**src/rtl/fpu_pkg.sv**
```systemverilog
// Shared definitions for the FPU request dispatcher: op-codes, the
// dispatcher FSM state enum and the queued request payload.
// Configuration macro FPU_DISPATCH_DIVZERO_EN is consumed by fpu_dispatch.
package fpu_pkg;

  localparam int unsigned DATA_W = 32;
  localparam int unsigned OP_W   = 3;

  localparam logic [OP_W-1:0] OP_ADD = OP_W'(0);
  localparam logic [OP_W-1:0] OP_SUB = OP_W'(1);
  localparam logic [OP_W-1:0] OP_MUL = OP_W'(2);
  localparam logic [OP_W-1:0] OP_DIV = OP_W'(3);

  typedef enum logic [1:0] {
    IDLE  = 2'd0,
    ISSUE = 2'd1,
    WAIT  = 2'd2,
    RESP  = 2'd3
  } state_e;

  // Operation payload held in the request FIFO (tag is appended by the top).
  typedef struct packed {
    logic [OP_W-1:0]   op;
    logic [DATA_W-1:0] a;
    logic [DATA_W-1:0] b;
  } fpu_req_t;

  // Codes above OP_DIV are not supported by the FPU.
  function automatic logic op_legal(input logic [OP_W-1:0] op);
    return (op <= OP_DIV);
  endfunction

endpackage

```
**src/rtl/fpu_req_fifo.sv**
```systemverilog
// Request FIFO for the FPU dispatcher.
// Ports: clk, rst (sync, active-high); push_i/data_i write side;
// pop_i read side; head_c_o shows the oldest entry; full_c_o/empty_c_o status.
// DEPTH must be a power of two (pointers wrap by natural overflow).
module fpu_req_fifo #(
  parameter int unsigned DEPTH = 4,
  parameter int unsigned WIDTH = 8
) (
  input  logic             clk,
  input  logic             rst,
  input  logic             push_i,
  input  logic [WIDTH-1:0] data_i,
  input  logic             pop_i,
  output logic [WIDTH-1:0] head_c_o,
  output logic             full_c_o,
  output logic             empty_c_o
);

  localparam int unsigned PTR_W = $clog2(DEPTH);
  localparam int unsigned CNT_W = $clog2(DEPTH + 1);

  logic [WIDTH-1:0] mem_q [DEPTH];
  logic [PTR_W-1:0] wr_q;
  logic [PTR_W-1:0] rd_q;
  logic [CNT_W-1:0] cnt_q;
  logic             do_push;
  logic             do_pop;

  assign full_c_o  = (cnt_q == CNT_W'(DEPTH));
  assign empty_c_o = (cnt_q == '0);
  assign do_push   = push_i && !full_c_o;
  assign do_pop    = pop_i && !empty_c_o;
  assign head_c_o  = mem_q[rd_q];

  // Pointers and occupancy; simultaneous push+pop leaves the count unchanged.
  always_ff @(posedge clk) begin
    if (rst) begin
      wr_q  <= '0;
      rd_q  <= '0;
      cnt_q <= '0;
    end else begin
      if (do_push) wr_q <= wr_q + PTR_W'(1);
      if (do_pop)  rd_q <= rd_q + PTR_W'(1);
      case ({do_push, do_pop})
        2'b10:   cnt_q <= cnt_q + CNT_W'(1);
        2'b01:   cnt_q <= cnt_q - CNT_W'(1);
        default: cnt_q <= cnt_q;
      endcase
    end
  end

  // Storage needs no reset; occupancy alone defines validity.
  always_ff @(posedge clk) begin
    if (do_push) mem_q[wr_q] <= data_i;
  end

endmodule

```
**src/rtl/fpu_dispatch.sv**
```systemverilog
// FPU dispatcher: queues tagged requests, issues them one at a time to a
// 1-cycle-latency FPU, waits for its result (with timeout) and returns an
// in-order tagged response.
// Ports: clk, rst (sync, active-high); req_* request handshake and payload;
// fpu_* operand/op drive and result/valid return; rsp_* response handshake.
// Macro FPU_DISPATCH_DIVZERO_EN: divide by zero is answered with an error
// response without being issued to the FPU.
module fpu_dispatch
  import fpu_pkg::*;
#(
  parameter int unsigned DEPTH   = 4,
  parameter int unsigned TAG_W   = 4,
  parameter int unsigned TIMEOUT = 15
) (
  input  logic              clk,
  input  logic              rst,
  input  logic              req_valid,
  output logic              req_ready,
  input  logic [2:0]        req_op,
  input  logic [31:0]       req_a,
  input  logic [31:0]       req_b,
  input  logic [TAG_W-1:0]  req_tag,
  output logic [31:0]       fpu_operand_a,
  output logic [31:0]       fpu_operand_b,
  output logic [2:0]        fpu_operation,
  input  logic [31:0]       fpu_result,
  input  logic              fpu_valid,
  output logic              rsp_valid,
  input  logic              rsp_ready,
  output logic [31:0]       rsp_result,
  output logic [TAG_W-1:0]  rsp_tag,
  output logic              rsp_err
);

  localparam int unsigned ENT_W = $bits(fpu_req_t) + TAG_W;
  localparam int unsigned CNT_W = $clog2(TIMEOUT + 1);

  fpu_req_t           in_req;
  fpu_req_t           head_req;
  logic [TAG_W-1:0]   head_tag;
  logic [ENT_W-1:0]   fifo_head_c;
  logic               fifo_full_c;
  logic               fifo_empty_c;
  logic               push_c;
  logic               pop_c;
  logic               bypass_c;

  state_e             state_q, state_d;
  logic [31:0]        opa_q, opa_d;
  logic [31:0]        opb_q, opb_d;
  logic [2:0]         fop_q, fop_d;
  logic [TAG_W-1:0]   tag_q, tag_d;
  logic [CNT_W-1:0]   wcnt_q, wcnt_d;
  logic               rsp_valid_q, rsp_valid_d;
  logic [31:0]        rsp_result_q, rsp_result_d;
  logic [TAG_W-1:0]   rsp_tag_q, rsp_tag_d;
  logic               rsp_err_q, rsp_err_d;

  // Ready is forced low while reset is held so nothing enters the queue.
  assign req_ready = !rst && !fifo_full_c;
  assign push_c    = req_valid && req_ready;

  assign in_req.op = req_op;
  assign in_req.a  = req_a;
  assign in_req.b  = req_b;

  fpu_req_fifo #(
    .DEPTH (DEPTH),
    .WIDTH (ENT_W)
  ) u_fifo (
    .clk       (clk),
    .rst       (rst),
    .push_i    (push_c),
    .data_i    ({req_tag, in_req}),
    .pop_i     (pop_c),
    .head_c_o  (fifo_head_c),
    .full_c_o  (fifo_full_c),
    .empty_c_o (fifo_empty_c)
  );

  assign {head_tag, head_req} = fifo_head_c;

  // Requests answered locally with an error instead of going to the FPU.
`ifdef FPU_DISPATCH_DIVZERO_EN
  assign bypass_c = !op_legal(head_req.op) ||
                    ((head_req.op == OP_DIV) && (head_req.b == '0));
`else
  assign bypass_c = !op_legal(head_req.op);
`endif

  // Next-state and datapath: fpu_* registers only change on a real issue.
  always_comb begin
    state_d      = state_q;
    opa_d        = opa_q;
    opb_d        = opb_q;
    fop_d        = fop_q;
    tag_d        = tag_q;
    wcnt_d       = wcnt_q;
    rsp_valid_d  = rsp_valid_q;
    rsp_result_d = rsp_result_q;
    rsp_tag_d    = rsp_tag_q;
    rsp_err_d    = rsp_err_q;
    pop_c        = 1'b0;

    case (state_q)
      IDLE: begin
        if (!fifo_empty_c) begin
          pop_c = 1'b1;
          tag_d = head_tag;
          if (bypass_c) begin
            rsp_valid_d  = 1'b1;
            rsp_result_d = '0;
            rsp_tag_d    = head_tag;
            rsp_err_d    = 1'b1;
            state_d      = RESP;
          end else begin
            opa_d   = head_req.a;
            opb_d   = head_req.b;
            fop_d   = head_req.op;
            state_d = ISSUE;
          end
        end
      end
      ISSUE: begin
        wcnt_d  = '0;
        state_d = WAIT;
      end
      WAIT: begin
        if (fpu_valid) begin
          rsp_valid_d  = 1'b1;
          rsp_result_d = fpu_result;
          rsp_tag_d    = tag_q;
          rsp_err_d    = 1'b0;
          state_d      = RESP;
        end else if (wcnt_q == CNT_W'(TIMEOUT - 1)) begin
          // Last permitted wait cycle elapsed without a result.
          rsp_valid_d  = 1'b1;
          rsp_result_d = '0;
          rsp_tag_d    = tag_q;
          rsp_err_d    = 1'b1;
          state_d      = RESP;
        end else begin
          wcnt_d = wcnt_q + CNT_W'(1);
        end
      end
      RESP: begin
        if (rsp_ready) begin
          rsp_valid_d = 1'b0;
          state_d     = IDLE;
        end
      end
      default: state_d = IDLE;
    endcase
  end

  always_ff @(posedge clk) begin
    if (rst) begin
      state_q      <= IDLE;
      opa_q        <= '0;
      opb_q        <= '0;
      fop_q        <= '0;
      tag_q        <= '0;
      wcnt_q       <= '0;
      rsp_valid_q  <= 1'b0;
      rsp_result_q <= '0;
      rsp_tag_q    <= '0;
      rsp_err_q    <= 1'b0;
    end else begin
      state_q      <= state_d;
      opa_q        <= opa_d;
      opb_q        <= opb_d;
      fop_q        <= fop_d;
      tag_q        <= tag_d;
      wcnt_q       <= wcnt_d;
      rsp_valid_q  <= rsp_valid_d;
      rsp_result_q <= rsp_result_d;
      rsp_tag_q    <= rsp_tag_d;
      rsp_err_q    <= rsp_err_d;
    end
  end

  assign fpu_operand_a = opa_q;
  assign fpu_operand_b = opb_q;
  assign fpu_operation = fop_q;
  assign rsp_valid     = rsp_valid_q;
  assign rsp_result    = rsp_result_q;
  assign rsp_tag       = rsp_tag_q;
  assign rsp_err       = rsp_err_q;

endmodule

```
**config.mk**
```make
export PLATFORM = sky130hd
export DESIGN_NAME = fpu_dispatch
export DESIGN_NICKNAME = d
export VERILOG_FILES = /design/src/rtl/fpu_pkg.sv /design/src/rtl/fpu_req_fifo.sv /design/src/rtl/fpu_dispatch.sv
export SDC_FILE = /design/constraint.sdc
export NUM_CORES = 1
export LEC_CHECK = 0
export BUFFER_PORTS_ARGS = -buffer_cell sky130_fd_sc_hd__buf_2
export CAP_MARGIN = 10
export CELL_PAD_IN_SITES_DETAIL_PLACEMENT = 0
export CELL_PAD_IN_SITES_GLOBAL_PLACEMENT = 1
export CORE_MARGIN = 10
export CORE_UTILIZATION = 48
export DETAILED_ROUTE_END_ITERATION = 10
export PLACE_DENSITY_LB_ADDON = 0.1
export SYNTH_ARGS = -nofsm -noshare
export SYNTH_HDL_FRONTEND = slang
export SYNTH_SLANG_ARGS = --single-unit
```
**constraint.sdc**
```tcl
create_clock -name clk -period 5.55 [get_ports clk]
set_clock_uncertainty 0.2 [all_clocks]
set_input_delay 1.665 -clock clk [delete_from_list [all_inputs] [get_ports clk]]
set_output_delay 1.665 -clock clk [all_outputs]
set_load 0.02 [all_outputs]
```
Word level (Yosys, flattened, before mapping) --
Memories as Yosys holds them, arrays and structs flattened. A register that Yosys moved wholly into a read port is not among the register bits. Index checks and enable logic that the tools add are counted.
Storage, ports and cells: register bits 122, latch bits 0, RAM bits 284, bits in read-only memories 0, output and inout port bits 106, memories 1
Memories:
- u_fifo.mem_q | words 4, width 71, read ports 1, clocked after Yosys merged registers in 1, wr ports 1, RTL line fpu_req_fifo.sv:22 | logic [WIDTH-1:0] mem_q [DEPTH];
Cells by class: add/subtract/negate cells 5, multiply operators 0, div/mod/pow operators 0, magnitude comparators 1, eq/ne operators 13, shifts and indexed selects 0, multiplexer cells 34, bitwise logic cells 1, reduce and logical (&&, ||, !) cells 19
Operator list (number):
- 2-to-1 mux 32 bit | 4
- case mux 32 bit (2 select lines) | 1
- 2-to-1 mux 4 bit | 6
- case mux 4 bit (2 select lines) | 2
- 2-to-1 mux 2 bit | 7
- 2-to-1 mux 1 bit | 10
- inequality test 2 bit, second input constant | 5
- AND reduction 3 bit | 3
- case mux 2 bit (4 select lines) | 1
- equality test 2 bit, second input constant | 3
- case mux 3 bit (2 select lines) | 1
- nonzero test 2 bit | 3
- AND reduction 5 bit | 1
- adder 2 x 1 -> 2 bit, second input constant | 2
- adder 4 x 1 -> 4 bit, second input constant | 1
- equality test 2 x 1 -> 1 bit, second input constant | 2
- equality test 4 bit, second input constant | 1
- logical AND 1 bit | 4
- AND reduction 4 bit | 1
- adder 3 x 1 -> 3 bit, second input constant | 1
- equality test 3 bit, second input constant | 1
- <= comparator 3 x 2 -> 1 bit, second input constant | 1
- zero test 1 bit | 3
- zero test 3 bit | 1
- 8 further kinds | 8

Depth between registers and ports, before layout --
Gate-level depths: netlist of the first run.
word-level depth 7, mapped depth 10, depth with buffers taken out 10

Hierarchy --
Synthesis of the first run repeated with hierarchy kept, for this count alone.
Second synthesis, totals: cells, all modules 891, area, all modules 15089.5 sq um
Modules (own cells, without submodules):
- fpu_req_fifo | times used 1, cells an instance 425, area an instance 10796.6 sq um, seq. area each 8708.4 sq um
- fpu_dispatch | times used 1, cells an instance 466, area an instance 4292.9 sq um, seq. area each 2302.2 sq um

Worst setup path before layout of the first run --
No wires, ideal clock.
kind input-to-reg, start in rst, end mem u_fifo.mem_q[1][0] in the netlist's numbering (enable), arrival 4142 ps, data required time 4913 ps, slack 771 ps, stages 3, path buffers 1, path through clkbuf_1 a211oi_1 and2_1
Between the ends: word-level cells in the longest chain between the ends 6
RTL lines:
- start: declaration | RTL line fpu_dispatch.sv:16 | input logic rst,
- zero test 1 bit | RTL line fpu_dispatch.sv:60 | assign req_ready = !rst && !fifo_full_c;
- logical AND 1 bit | RTL line fpu_dispatch.sv:60
- logical AND 1 bit | RTL line fpu_dispatch.sv:61 | assign push_c = req_valid && req_ready;
- logical AND 1 bit | RTL line fpu_req_fifo.sv:31 | assign do_push = push_i && !full_c_o;
- 2-to-1 mux 1 bit | RTL line fpu_req_fifo.sv:54 | if (do_push) mem_q[wr_q] <= data_i;
- 2-to-1 mux 1 bit (implied by the code) | RTL line fpu_req_fifo.sv:54
- end: declaration | RTL line fpu_req_fifo.sv:22
No other way between the ends.

Final worst setup path of the first run --
start in rst, end out req_ready
Between the ends: word-level cells in the longest chain between the ends 2
RTL lines:
- zero test 1 bit | RTL line fpu_dispatch.sv:60
- logical AND 1 bit | RTL line fpu_dispatch.sv:60
- end: declaration | RTL line fpu_dispatch.sv:18 | output logic req_ready,
No other way between the ends.

==> out/metrics.yaml, run 1 <==
synth:
  yosysUniqueCellTypes: 43
  async_reset_ff_share_pct: 0
  synth_fp_nets: 1002
  synth_area_sq_um: 14800
  syn_avg_cell_area_sq_um: 16.8
  yosysSeqAreaShare_pct: 74.4
  synth_top_flop_cell: "edfxtp_1"
  synth.top_cell.area_share_pct: 57.6
  yosysWarnings: 0
  synthCells: 881
  ys_ff_latch: 408
  yosys.area.top_type: "edfxtp_1"
  synthTopCellsByArea: "edfxtp_1 58%, dfxtp_1 17%, mux4_2 11%"
  synth_edf_count: 284
drt:
  ant_nets: 0
  first_pass_iters: 5
  wl_met1_microns: 13700
  route.met3.wl_microns: 2060
  drc_errors: 0
  highest_layer: "met5"
  wl_met2_microns: 15400
  vias: 8109
  avgRoutedWirePerCell_microns: 20.6
  drt_wl_total_microns: 31600
  post_drt_via_cell_ratio: 5.27
  drtIter0Drc: 414
cells_and_area:
  fin_nets: 1227
  final_cell_mix: "284 x edfxtp_1, 212 x buf_2, 149 x nand2_1, 122 x dfxtp_1, 76 x a21oi_1"
  layout-drive-gt1-share_pct: 33.1
  final_cell_count_no_fill: 1538
  final_common_cell: "edfxtp_1"
  fill_cells: 2423
  area_growth_pct: 20.2
global_routing:
  grt_pass1_wl_microns: 49600
  track_usage_pct: 16.2
  antenna_found_initial: 3
  grt_overflow: 0
  grt_pass1_vias: 8581
  grt_max_degree: 71
setup_path:
  arrival_ns: 2.26
  critical_path_class: "in -> out"
  critPathMaxFanout: 34
  r2r_cells: 5
  critPathCaptureType: "output port"
  cp.depth: 3
  slowest_stage: "buf_4"
  required_ns: 3.69
  critPathBufInv: 2
  max_stage_delay_ns: 0.34
  r2r_slack_ns: 2.43
  crit_family: "buffers and inverters"
  crit_chain: "buf_4 > a21oi_1 > buf_2"
  startpoint_type: "input pin"
timing:
  tightest_slew_ns: 1.05
  setup-tns-final_ns: 0
  hold_viol: 0
  period_needed_ns: 4.13
  finalMaxSlewViolations: 0
  rsz0062_at_grt: "no"
  finalCritPeriodShare_pct: 74.4
  slew_headroom_pct: 30.1
  worst_slack_ns: 1.42
  timing.fmax_mhz: 242
  setup_viol: 0
floorplanning:
  rows: 64
  die_area_sq_um: 38300
  start_util_pct: 48.5
  die_x_microns: 196
  fp.dieH_microns: 196
  boundaryPins: 214
  coreArea_sq_um: 30500
clock_tree:
  cts_hold_buf: 0
  cts_sinks: 408
  clockBufferDepth: 3
  htreeDepth: 2
  numCtsBuffers: 43
  insertion_delay_ns: 0.53
  post-cts-setup-buffers: 0
  cts_tree: "built"
  cts.repair.resized: 0
  cts.clk_slew.worst_paths_ns: 0.06
  root_buffer: "clkbuf_16"
power_and_ir_drop:
  p_per_area_nw_per_um2: 456
  vdd_ir_drop_max_mv: 0.272
  total_leakage_power_nw: 6.37
job:
  cap_violations: 0
place:
  gp_congestion: 0.741
  place_ws_ns: 1.34
  dp.cells: 1457
  port_buffers: 213
  dpl.hpwl_microns: 20000
status:
  status: "finished clean"
worst_hold_path:
  hold_depth: 2
  hold_class: "reg -> reg"
[registers in the layout, summed over array words and instances, names as in the netlist, named ones only]
signal,cells
u_fifo.mem_q,284
fpu_operand_a,32
fpu_operand_b,32
rsp_result,32
rsp_tag,4
tag_q,4
wcnt_q,4
fpu_operation,3
u_fifo.cnt_q,3
state_q,2
u_fifo.rd_q,2
u_fifo.wr_q,2
rsp_err,1
rsp_valid,1
[per-stage QoR]
stage | util, % | hold slack, ns | cell area [sq um] | total power, mW
final | 58.3 | 0.249 | 17800 | 8.11
after CTS | 58.3 | 0.251 | 17800 | 8.23
after global placement | 53.5 | 0.240 | 16300 | 5.29
after global routing | 58.3 | 0.270 | 17800 | 8.50
after floorplan | - | 0.236 | 14800 | 4.80
after detailed placement | 53.5 | 0.244 | 16300 | 5.30
[Yosys cell counts, drive strengths merged (2+ instances only)]
| cell type | n |
|---|---|
| edfxtp | 284 |
| a21oi | 76 |
| nor2 | 14 |
| o31ai | 2 |
| o21a | 2 |
| nor3 | 4 |
| xor2 | 4 |
| o21bai | 4 |
| a22o | 32 |
| nand2 | 149 |
| nor2b | 2 |
| and3 | 3 |
| o21ai | 2 |
| nand2b | 4 |
| nand3 | 4 |
| ha | 12 |
| nor4 | 4 |
| mux2i | 5 |
| clkbuf | 18 |
| dfxtp | 124 |
| inv | 13 |
| xnor2 | 3 |
| and2 | 4 |
| a211oi | 3 |
| buf | 29 |
| mux4 | 71 |
[worst min-delay path, delay by kind of cell (launching register included)]
kind | cells | cell delay [ns]
DFF | 1 | 0.30
and+or+nand+nor | 1 | 0.05
AOI/OAI and AO/OA | 1 | 0.05
[path summary, 6_finish.rpt]
kind | start | to
setup / recovery | rst | req_ready
hold / removal | fpu_operand_a[30]$_SDFFE_PP0P_ | fpu_operand_a[30]$_SDFFE_PP0P_
setup reg to reg | register | fpu_operand_b[23]$_SDFFE_PP0P_
hold reg to reg | fpu_operand_a[30]$_SDFFE_PP0P_ | fpu_operand_a[30]$_SDFFE_PP0P_
[power by group]
group / internal (mW) / switching, mW / total [mW]
Clock: 1.78 / 1.14 / 2.92
Sequential: 3.54 / 0.145 / 3.69
Combinational: 0.573 / 0.929 / 1.50
[kinds of logic (layout without fill, tap and decap cells)]
family / after synthesis / in the layout / share of synthesized area, %
AOI/OAI and AO/OA: 127 / 127 / 5.72
xor gates and xnor gates: 7 / 7 / 0.414
adders and majority gates: 13 / 13 / 1.15
buffers and inverters: 61 / 321 / 1.98
DFF: 408 / 408 / 74.4
muxes: 76 / 76 / 11.1
other: 0 / 1 / 0
and+or+nand+nor: 189 / 189 / 5.18
[final cells by class]
class / instances / area (sq um) / area share, %
multi-input combinational: 412 / 3520 / 19.8
sequential: 408 / 11000 / 62.0
antenna: 1 / 2.50 / 0.0141
clock buffer: 48 / 1120 / 6.28
tap: 396 / 495 / 2.79
timing repair buffer: 227 / 1220 / 6.88
clock inverter: 32 / 354 / 1.99
inverter: 14 / 52.6 / 0.296
[routing by layer]
layer / global-route usage, % / vias up
met5: 0 / -
met1: 21.0 / 4043
met2: 26.8 / 223
met4: 3.99 / 2
li1: - / 3807
met3: 4.27 / 34
Note: power is estimated with default switching activity, not from simulation.
==> run 2, diff against run 1 <==
==> constraint.sdc (replaced) <==
create_clock -name clk -period 3.8 [get_ports clk]
set_clock_uncertainty 0.2 [all_clocks]
set_input_delay 1.14 -clock clk [delete_from_list [all_inputs] [get_ports clk]]
set_output_delay 1.14 -clock clk [all_outputs]
set_load 0.02 [all_outputs]
==> out/metrics.yaml, run 2 (same netlist as run 1, synthesis figures left out) <==
status:
  status: "finished clean"
cells_and_area:
  largest-register: "u_fifo.mem_q"
  final_cell_mix: "284 x edfxtp_1, 212 x buf_2, 149 x nand2_1, 122 x dfxtp_1, 76 x a21oi_1"
  layout-drive-gt1-share_pct: 32.8  # -0.29 points
  fill_cells: 2377  # -1.9%
  fin_nets: 1232  # +0.41%
  area_growth_pct: 20.4
  final_common_cell: "edfxtp_1"
  largest_reg_flops: 284  # unchanged
timing:
  slew_headroom_pct: 26.2  # -3.9 points
  finalMaxSlewViolations: 0  # unchanged
  hold_viol: 0  # unchanged
  setup_viol: 0  # unchanged
  finalCritPeriodShare_pct: 79.6
  setup-tns-final_ns: 0  # unchanged
  rsz0062_at_grt: "no"
  period_needed_ns: 3.02
  timing.fmax_mhz: 331
  tightest_slew_ns: 1.11  # +0.0579 ns
setup_path:
  critPathCaptureType: "output port"
  max_stage_delay_ns: 0.19  # -0.15 ns
  startpoint_type: "input pin"
  slowest_stage: "buf_4"
  critPathMaxFanout: 17  # -50%
  crit_chain: "buf_4 > a21oi_1 > buf_2"
  required_ns: 2.46  # -1.23 ns
  critical_path_class: "in -> out"
  arrival_ns: 1.68  # -0.58 ns
drt:
  post_drt_via_cell_ratio: 5.26  # -0.16%
  ant_nets: 0  # unchanged
  avgRoutedWirePerCell_microns: 21.0  # +2.1%
  drtIter0Drc: 412  # -0.48%
  vias: 8128  # +0.23%
  drt_wl_total_microns: 32400  # +2.5%
  first_pass_iters: 4  # -1
  drc_errors: 0  # unchanged
clock_tree:
  root_buffer: "clkbuf_16"
  htreeDepth: 2  # unchanged
  cts_tree: "built"
  cts.repair.resized: 0  # unchanged
  cts_hold_buf: 0  # unchanged
  numCtsBuffers: 43  # unchanged
  insertion_delay_ns: 0.53  # about the same
  cts_sinks: 408  # unchanged
  clockBufferDepth: 3  # unchanged
  cts.clk_slew.worst_paths_ns: 0.06  # about the same
  post-cts-setup-buffers: 0  # unchanged
floorplanning:
  boundaryPins: 214  # unchanged
  die_area_sq_um: 38300  # unchanged
  die_x_microns: 196  # unchanged
  coreArea_sq_um: 30500  # unchanged
  rows: 64  # unchanged
  fp.dieH_microns: 196  # unchanged
  start_util_pct: 48.5  # unchanged
global_routing:
  track_usage_pct: 16.7  # +0.50 points
  antenna_found_initial: 5  # +2
  grt_overflow: 0  # unchanged
  grt_max_degree: 76  # +7.0%
  grt_pass1_wl_microns: 50700  # +2.4%
  grt_pass1_vias: 8617  # +0.42%
place:
  port_buffers: 213  # unchanged
  dpl.hpwl_microns: 20000  # -0.17%
  gp_congestion: 0.723  # -2.5%
worst_hold_path:
  hold_class: "reg -> reg"
power_and_ir_drop:
  total_leakage_power_nw: 6.39  # +0.46%
  p_per_area_nw_per_um2: 660  # +45%
  total_power_mw: 11.8  # +45%
  vdd_ir_drop_max_mv: 0.347  # +27%
job:
  cap_violations: 0  # unchanged
-- run 2: layout make-up --
cell class,instances,area (sq um),share of cell area (%)
multi-input cells,412,3520,19.8
repair buffers,232,1310,7.36
clock inverters,12,175,0.983
diodes,3,7.51,0.0421
inverters,14,52.6,0.295
well taps,396,495,2.78
flip-flops and latches,408,11000,61.8
clock buffers,67,1240,6.94
-- run 2: per-layer routing --
| layer | up-vias | share of wire, % | track usage [%] | wire length, microns |
|---|---|---|---|---|
| met4 | 4 | 1.7 | 4.16 | 549 |
| li1 | 3814 | - | - | - |
| met1 | 4045 | 44 | 21.9 | 14100 |
| met3 | 46 | 6.5 | 4.32 | 2100 |
| met2 | 219 | 48 | 27.4 | 15600 |
| met5 | - | 0.049 | 0 | 16 |
-- run 2: final timing paths --
path                                                      from                              to  slack [ns]  cells past startpoint
worst max-delay path                                       rst                       req_ready        0.78                      3
worst min-delay path            fpu_operand_a[23]$_SDFFE_PP0P_  fpu_operand_a[23]$_SDFFE_PP0P_        0.25                      2
worst max register to register         state_q[0]$_SDFFE_PP0P_    u_fifo.cnt_q[2]$_SDFFE_PP0P_        1.01                     10
worst min register to register  fpu_operand_a[23]$_SDFFE_PP0P_  fpu_operand_a[23]$_SDFFE_PP0P_        0.25                      2
-- run 2: report_power, final --
part	total [mW]	internal [mW]	leakage [nW]	switching, mW
registers	5.37	5.18	3.59	0.190
clock network	4.14	2.51	0.688	1.63
logic	2.25	0.850	2.12	1.40
-- run 2: per-stage QoR --
stage	worst slack [ns]	std cells	area, sq um	hold slack (ns)	utilization (%)
floorplan	0.295	881	14800	0.236	-
finish	0.777	1544	17800	0.248	58.4
global route	0.718	1541	17800	0.266	58.4
detailed placement	0.661	1462	16400	0.245	53.8
CTS	0.763	1541	17800	0.253	58.4
global placement	0.693	1462	16400	0.239	53.8
-- run 2: critical path: cells and delay by family --
kind	cells	cell delay, ns
AO/OA/AOI/OAI	1	0.16
buffers and inverters	2	0.38
==> run 3, diff against run 2 <==
==> constraint.sdc (replaced) <==
create_clock -name clk -period 3.13 [get_ports clk]
set_clock_uncertainty 0.2 [all_clocks]
set_input_delay 0.939 -clock clk [delete_from_list [all_inputs] [get_ports clk]]
set_output_delay 0.939 -clock clk [all_outputs]
set_load 0.02 [all_outputs]
==> out/metrics.yaml, run 3 (same netlist as run 1, synthesis figures left out) <==
cells_and_area:
  largest_reg_flops: 284  # unchanged
  fin_nets: 1236  # +0.32%
  layout-drive-gt1-share_pct: 33.8  # +0.96 points
  final_cell_mix: "284 x edfxtp_1, 212 x buf_2, 149 x nand2_1, 122 x dfxtp_1, 76 x a21oi_1"
  final_common_cell: "edfxtp_1"
  largest-register: "u_fifo.mem_q"
  area_growth_pct: 21.3
timing:
  timing.fmax_mhz: 381
  setup_viol: 0  # unchanged
  hold_viol: 0  # unchanged
  period_needed_ns: 2.63
  rsz0062_at_grt: "no"
  worst_slack_ns: 0.504  # -0.272 ns
  setup-tns-final_ns: 0  # unchanged
  finalMaxSlewViolations: 0  # unchanged
  slew_headroom_pct: 25.0  # -1.2 points
  finalCritPeriodShare_pct: 83.9
  tightest_slew_ns: 1.12  # +0.0177 ns
place:
  dpl.hpwl_microns: 19600  # -2.3%
  place_ws_ns: 0.221  # -0.440 ns
  port_buffers: 213  # unchanged
  gp_congestion: 0.737  # +2.0%
clock_tree:
  numCtsBuffers: 42  # -2.3%
  cts_hold_buf: 0  # unchanged
  htreeDepth: 2  # unchanged
  cts_sinks: 408  # unchanged
  cts.repair.resized: 0  # unchanged
  insertion_delay_ns: 0.52  # about the same
  clockBufferDepth: 3  # unchanged
  cts.clk_slew.worst_paths_ns: 0.06  # about the same
  post-cts-setup-buffers: 0  # unchanged
  cts_tree: "built"
  root_buffer: "clkbuf_16"
setup_path:
  critPathMaxFanout: 6  # -11
  startpoint_type: "register"
  crit_family: "adder cells"
  required_ns: 3.37  # +0.91 ns
  slowest_stage: "fa_1"
  critPathCaptureType: "register"
  arrival_ns: 2.86  # +1.18 ns
  crit_chain: "inv_1 > ha_1 > o31ai_4 > inv_2 > ha_1 > inv_1 > fa_1 > xor2_1 > or3_1 > a21oi_1"
  max_stage_delay_ns: 0.42  # +0.23 ns
  critical_path_class: "reg -> reg"
  critPathBufInv: 3  # +1
drt:
  vias: 8137  # +0.11%
  drt_wl_total_microns: 31800  # -1.9%
  first_pass_iters: 4  # unchanged
  post_drt_via_cell_ratio: 5.25  # -0.21%
  ant_nets: 0  # unchanged
  avgRoutedWirePerCell_microns: 20.5  # -2.2%
  drc_errors: 0  # unchanged
  drtIter0Drc: 426  # +3.4%
global_routing:
  grt_pass1_vias: 8626  # +0.10%
  met1_usage_pct: 20.6  # -1.3 points
  grt_pass1_wl_microns: 49600  # -2.1%
  grt_overflow: 0  # unchanged
  antenna_found_initial: 6  # +1
  track_usage_pct: 16.3  # -0.46 points
  grt_max_degree: 88  # +16%
  grt.met2_usage_pct: 27.5  # +0.076 points
  grt-busiest-layer: "met2"
  use_met3_pct: 4.32  # unchanged
power_and_ir_drop:
  p_per_area_nw_per_um2: 801  # +21%
  vdd_ir_drop_max_mv: 0.462  # +33%
  total_leakage_power_nw: 6.46  # +1.1%
floorplanning:
  fp.dieH_microns: 196  # unchanged
  boundaryPins: 214  # unchanged
  start_util_pct: 48.5  # unchanged
  coreArea_sq_um: 30500  # unchanged
  rows: 64  # unchanged
  die_x_microns: 196  # unchanged
  die_area_sq_um: 38300  # unchanged
worst_hold_path:
  hold_class: "reg -> reg"
status:
  status: "finished clean"
job:
  cap_violations: 0  # unchanged
run 3: path summary, 6_finish.rpt:
| check | start | to | slack (ns) | cells past startpoint |
|---|---|---|---|---|
| worst max-delay path | state_q[0]$_SDFFE_PP0P_ | u_fifo.cnt_q[2]$_SDFFE_PP0P_ | 0.50 | 10 |
| worst min-delay path | fpu_operand_a[12]$_SDFFE_PP0P_ | fpu_operand_a[12]$_SDFFE_PP0P_ | 0.25 | 2 |
| worst max register to register | state_q[0]$_SDFFE_PP0P_ | u_fifo.cnt_q[2]$_SDFFE_PP0P_ | 0.50 | 10 |
| worst min register to register | fpu_operand_a[12]$_SDFFE_PP0P_ | fpu_operand_a[12]$_SDFFE_PP0P_ | 0.25 | 2 |
run 3: cell type report:
| type | count | area [sq um] |
|---|---|---|
| fill | 2425 | 12600 |
| sequential | 408 | 11000 |
| multi-input combinational | 412 | 3520 |
| timing repair buffer | 237 | 1410 |
| clock buffer | 60 | 1240 |
| tap | 396 | 495 |
| clock inverter | 17 | 184 |
| inverter | 14 | 52.6 |
| antenna | 5 | 12.5 |
run 3: per-stage QoR:
stage	utilization, %	total power, mW	cells	hold slack [ns]	instance area (sq um)
4_1_cts	58.8	14.6	1544	0.252	17900
5_1_grt	58.8	15.0	1545	0.270	17900
3_3_place_gp	54.1	9.47	1467	0.239	16500
6_report	58.8	14.4	1549	0.249	17900
3_5_place_dp	54.1	9.49	1467	0.244	16500
2_1_floorplan	-	8.50	881	0.236	14800
run 3: power by group:
group | switching, mW | internal, mW
clock | 1.97 | 3.10
sequential | 0.246 | 6.28
combinational | 1.69 | 1.10
total | 3.91 | 10.5
run 3: tightest hold or removal path, stage by stage, from the launching register on:
cell and delay (ns):
dfxtp_1 0.30, nand2_1 0.05, a21oi_1 0.05
run 3: layer usage:
| layer | wire, microns | share of wire [%] |
|---|---|---|
| met5 | 18 | 0.057 |
| met4 | 448 | 1.4 |
| met3 | 1790 | 5.6 |
| met2 | 15600 | 49 |
| met1 | 14000 | 44 |
